**config.mk**
```make
export PLATFORM = sky130hd
export DESIGN_NAME = mul_unit
export DESIGN_NICKNAME = d
export VERILOG_FILES = /design/src/rtl/mul_unit.sv
export SDC_FILE = /design/constraint.sdc
export NUM_CORES = 1
export LEC_CHECK = 0
export ABC_AREA = 1
export CELL_PAD_IN_SITES_DETAIL_PLACEMENT = 1
export CELL_PAD_IN_SITES_GLOBAL_PLACEMENT = 1
export CORE_MARGIN = 3
export CORE_UTILIZATION = 37
export CTS_CLUSTER_DIAMETER = 150
export DETAILED_ROUTE_END_ITERATION = 6
export PLACE_DENSITY_LB_ADDON = 0.05
export SLEW_MARGIN = 25
export SYNTH_ARGS = -nofsm -noshare
export SYNTH_HDL_FRONTEND = slang
export SYNTH_SLANG_ARGS = --single-unit
```
**constraint.sdc**
```tcl
create_clock -name clk -period 2.3 [get_ports clk]
set_clock_uncertainty 0.1 [all_clocks]
set_input_delay 0.345 -clock clk [delete_from_list [all_inputs] [get_ports clk]]
set_output_delay 0.345 -clock clk [all_outputs]
set_load 0.1 [all_outputs]
```
**src/rtl/mul_unit.sv**
```systemverilog
// Iterative radix-2 shift-add multiplier for RV32M MUL/MULH/MULHSU/MULHU.
// Works on operand magnitudes and applies the product sign in the single DONE cycle.
module mul_unit #(
    parameter int WIDTH = 32
) (
    input  logic             clk,
    input  logic             rst_n,
    input  logic             MulE,
    input  logic [1:0]       MulCtrlE,
    input  logic [WIDTH-1:0] SrcAE,
    input  logic [WIDTH-1:0] SrcBE,
    output logic             Mul,
    output logic             MulDoneE,
    output logic [WIDTH-1:0] MulResultE
);

    localparam int CW = $clog2(WIDTH);
    localparam logic [CW-1:0] CNT_LAST = CW'(WIDTH - 1);

    typedef enum logic [1:0] {IDLE, RUN, DONE} state_t;

    state_t              state, state_next;
    logic [CW-1:0]       count;
    logic [WIDTH-1:0]    mcand;
    logic [2*WIDTH:0]    prod;
    logic                neg;
    logic [1:0]          op;

    logic                a_signed, b_signed;
    logic [WIDTH:0]      hi_next;
    logic [2*WIDTH-1:0]  full;

    function automatic logic [WIDTH-1:0] magnitude(input logic [WIDTH-1:0] x,
                                                   input logic             is_signed);
        return (is_signed && x[WIDTH-1]) ? -x : x;
    endfunction

    // rs1 is signed for MULH/MULHSU, rs2 only for MULH; MUL runs unsigned.
    assign a_signed = (MulCtrlE == 2'b01) || (MulCtrlE == 2'b10);
    assign b_signed = (MulCtrlE == 2'b01);

    // The upper accumulator carries one extra bit so the add never overflows before the shift.
    assign hi_next = prod[0] ? (prod[2*WIDTH:WIDTH] + {1'b0, mcand}) : prod[2*WIDTH:WIDTH];
    assign full    = neg ? -prod[2*WIDTH-1:0] : prod[2*WIDTH-1:0];

    always_ff @(posedge clk or negedge rst_n) begin
        if (!rst_n) begin
            state <= IDLE;
            count <= '0;
            mcand <= '0;
            prod  <= '0;
            neg   <= 1'b0;
            op    <= 2'b00;
        end else begin
            state <= state_next;
            case (state)
                IDLE: begin
                    if (MulE) begin
                        mcand <= magnitude(SrcAE, a_signed);
                        prod  <= {{(WIDTH+1){1'b0}}, magnitude(SrcBE, b_signed)};
                        neg   <= (a_signed & SrcAE[WIDTH-1]) ^ (b_signed & SrcBE[WIDTH-1]);
                        op    <= MulCtrlE;
                        count <= '0;
                    end
                end
                RUN: begin
                    prod  <= {1'b0, hi_next, prod[WIDTH-1:1]};
                    count <= count + CW'(1);
                end
                default: ;
            endcase
        end
    end

    always_comb begin
        state_next = state;
        case (state)
            IDLE:    if (MulE) state_next = RUN;
            RUN:     if (count == CNT_LAST) state_next = DONE;
            DONE:    state_next = IDLE;
            default: state_next = IDLE;
        endcase
    end

    // Stall is combinational so the hazard unit holds the pipe in the issue cycle itself.
    always_comb begin
        Mul        = rst_n & (((state == IDLE) & MulE) | (state == RUN));
        MulDoneE   = (state == DONE);
        MulResultE = '0;
        if (state == DONE)
            MulResultE = (op == 2'b00) ? full[WIDTH-1:0] : full[2*WIDTH-1:WIDTH];
    end

endmodule

```
==> out/summary.txt <==
Status: complete, but fails checks
Failing checks: setup timing
Synth Area per Inst: 5.79 sq um
Hold_buf cts: 0
Max-Slew Margin vs Limit: 53.8%
Root Buffer Master: clkbuf_16
Post-synth EDFFs: 0
Reg2Reg Setup Slack: -0.49 ns
Die area: 0.0337 sq mm
N_diodes: 0
Ys async rst share: 100%
CP max stage delay: 0.43 ns
Die height: 184 um
Clk buf depth: 2
Worst slack, placed: -0.289 ns
Final cell count without fillers: 2781
Routed wire per std cell: 22.5 um
Seq/Total Area, Yosys: 22.7%
Max cap viols: 0
Crit-path cells: inv_2 -> ha_4 -> nand2_4 -> nor2_4 -> nand2_4 -> nor2_4 -> nand2_1 -> nand2_1 -> nand2_1 -> a31oi_2 -> nand2_2 -> clkinvlp_4 -> buf_12
Insertion delay to the later sink of the worst-skew pair: 0.38 ns
DP Wirelength: 44500 um
Largest net degree at the start of global routing: 107
# nets final: 2488
VDD IR-drop max: 0.000717 V
Reg2reg end: prod[58]$_DFFE_PN0P_
Worst min-delay path category: in -> async
Area taken by multi-input logic gates: 0.00950 sq mm
Initial antenna violation count: 1
Starting density of the core: 37.8%
Sw Ratio: 56.7%
Core ar.: 0.0308 sq mm
Leakage dissipation: 8.59 nW
Switching pwr: 15.9 mW
PwrDens: 1550 mW/mm^2
TritonCTS buffer count: 9
Combinational share of power: 78.3%
Number of synthesized register bits: 106
Layout cells sized above 1: 36.7%
Top post-synthesis cells by area: dfrtp_1, nand2_1, inv_1
Met2 usage: 54.4%
I/O Pins: 103
Mapped Nets: 2123
GRT Util Overall: 32.8%
Detailed-route via count: 15600
H-tree Lvls: 3
Final GP Congestion: 1.01
Synth cell types: 49
P_int: 12.2 mW
Antenna Nets Post-Route: 0
Via density: 5.62
Final setup fails: 60
Synth Instances: 2015
Pre-Repair DR Iteration Count: 5
R2R cell count: 17
Area growth syn-to-layout: 54.9%
Site row count: 64
Period utilization: 132%
Slowest cell on the critical path: dfrtp_1
First-pass GRT wire length: 86200 um
Synthesized cell area: 0.0117 sq mm
CP Max Fanout: 5
Grt ovf: 0
Worst Path Arrival: 2.60 ns
Clock-pin transition on the worst setup and hold timing paths: 0.08 ns
CP required: 1.86 ns
Crit path max-delay family: simple AND/OR/NAND/NOR gates
Crit. End Element: output pin
Fmax: 329 MHz
Fin crit period: 3.04 ns
Port Buffers: 102
Worst-Margin Slew: 0.693 ns
First-iteration detailed-routing DRC count: 1329
YS warnings: 0
Vias in the first global route: 15500
Register area: 0.00270 sq mm
Hold Fails Final Rpt: 0
Total wire length: 62600 um
RSZ-0062 raised after global routing: yes
Most used cell, CP: nand2_1
Clock power frac: 5.8%
GR Util met3: 3.46%
Slew Limit Fails: 0
Post-synth top area cell: dfrtp_1
GR Layer Usage met1: 44.4%
Kind of critical path: reg -> out
Yosys top cell area share: 22.7%
Die width: 184 um
Post-route DRC: 0
R2r startpoint: prod[38]$_DFFE_PN0P_
CTS tree: built
Placed cells: 2708
Sequential Power Share: 15.9%
Prevailing post-synth register cell: dfrtp_1
Final setup margin: -0.740 ns
Fillers: 4028
CTS Sinks: 106
Worst path bufs/invs: 3
CP startpoint kind: register
GRT busiest layer: met2
[metal layers]
layer / wire, um / up-vias / part of all wire (%)
met4: 3260 / 0 / 5.2
met1: 26400 / 7643 / 42
li1: - / 7155 / -
met3: 4120 / 190 / 6.6
met2: 28900 / 650 / 46
met5: 0 / - / 0
[metrics by stage]
| stage | hold slack (ns) | setup TNS, ns | utilization (%) | power (mW) | area, sq um |
|---|---|---|---|---|---|
| 2_1_floorplan | -0.0506 | -4.85 | - | 13.0 | 11900 |
| 3_3_place_gp | 0.377 | -4.46 | 50.3 | 20.1 | 15500 |
| 3_5_place_dp | 0.377 | -7.32 | 50.3 | 20.6 | 15500 |
| 4_1_cts | 0.0599 | -13.59 | 54.3 | 23.9 | 16800 |
| 5_1_grt | 0.0621 | -31.39 | 58.6 | 29.7 | 18100 |
| 6_report | 0.0294 | -27.48 | 58.6 | 28.1 | 18100 |
[registers in the layout (all words and copies together), names as in the netlist]
| signal | flops |
|---|---|
| count | 5 |
| mcand | 32 |
| neg | 1 |
| op | 2 |
| prod | 64 |
| state | 2 |
[worst register-to-register path: stages (launching register included)]
cell,delay [ns]
dfrtp_2,0.46
buf_6,0.13
buf_6,0.10
buf_6,0.10
buf_6,0.10
buf_6,0.11
buf_6,0.12
ha_4,0.30
nand2_4,0.09
nor2_4,0.12
buf_6,0.12
nand3_4,0.12
nand3_4,0.17
nand2_2,0.11
nand3_2,0.10
nand3_2,0.09
nand2_1,0.13
nand2_1,0.07
[layout make-up]
| type | count | area share [%] |
|---|---|---|
| Sequential cell | 106 | 14.9 |
| Multi-Input combinational cell | 1558 | 52.5 |
| Tap cell | 396 | 2.74 |
| Timing Repair Buffer | 409 | 21.6 |
| Clock inverter | 6 | 0.332 |
| Inverter | 296 | 6.63 |
| Clock buffer | 10 | 1.27 |
[kinds of logic (layout without fill, tap and decap cells)]
group | Yosys count | count (layout) | synth area share, %
buf+inv | 352 | 721 | 11.8
xor+xnor | 35 | 35 | 2.63
flops | 106 | 106 | 22.7
fa+ha+maj | 39 | 39 | 4.25
simple gates | 1196 | 1197 | 44.8
compound gates | 287 | 287 | 13.8
[power groups by stage]
stage / clock (mW) / sequential, mW / combinational, mW
2_1_floorplan: 0 / 3.68 / 9.37
4_1_cts: 1.62 / 4.18 / 18.1
3_5_place_dp: 0 / 4.09 / 16.5
6_report: 1.63 / 4.47 / 22.0
5_1_grt: 1.70 / 4.51 / 23.5
3_3_place_gp: 0 / 4.03 / 16.0
[cell usage after synthesis, drive strengths merged, types with 4 or more instances]
| library cell | n |
|---|---|
| a21oi | 90 |
| a22oi | 27 |
| a31oi | 11 |
| buf | 31 |
| clkbuf | 25 |
| dfrtp | 106 |
| ha | 38 |
| inv | 293 |
| nand2 | 674 |
| nand3 | 198 |
| nand3b | 5 |
| nand4 | 33 |
| nor2 | 266 |
| nor3 | 15 |
| o211ai | 4 |
| o21ai | 126 |
| o21bai | 4 |
| o22ai | 10 |
| o31ai | 8 |
| xnor2 | 5 |
| xor2 | 30 |
[worst max path at each step]
stage                endpoint  slack, ns  depth (start not counted)                  from
2_1_floorplan   MulResultE[6]      -0.38                         16   prod[0]$_DFFE_PN0P_
3_3_place_gp   MulResultE[27]      -0.32                         12  prod[26]$_DFFE_PN0P_
3_5_place_dp   MulResultE[22]      -0.29                         13  prod[45]$_DFFE_PN0P_
4_1_cts        MulResultE[28]      -0.54                         14   prod[6]$_DFFE_PN0P_
5_1_grt        MulResultE[12]      -0.80                         13   prod[1]$_DFFE_PN0P_
6_report       MulResultE[12]      -0.74                         13   prod[1]$_DFFE_PN0P_
[cells in the final DEF (no fill, tap or decap), types with 30 or more instances in the layout]
cell,n
inv_2,43
buf_4,265
inv_1,227
o21ai_0,77
a21oi_1,66
nand2_4,41
dfrtp_1,71
nor2_1,153
buf_12,42
xor2_1,30
nor2_2,56
dfrtp_2,35
o21ai_1,38
nand2_2,115
buf_6,34
nand3_2,60
nand4_1,31
clkdlybuf4s50_1,67
nand2_1,514
nor2_4,55
nand3_1,126
[timing repair]
item,4_1_cts,5_1_grt
pin swaps,43,114
resized for setup,222,313
cloned,1,0
setup endpoints to repair,59,62
setup buffers,26,36
Power figures use the tool's default switching activity.
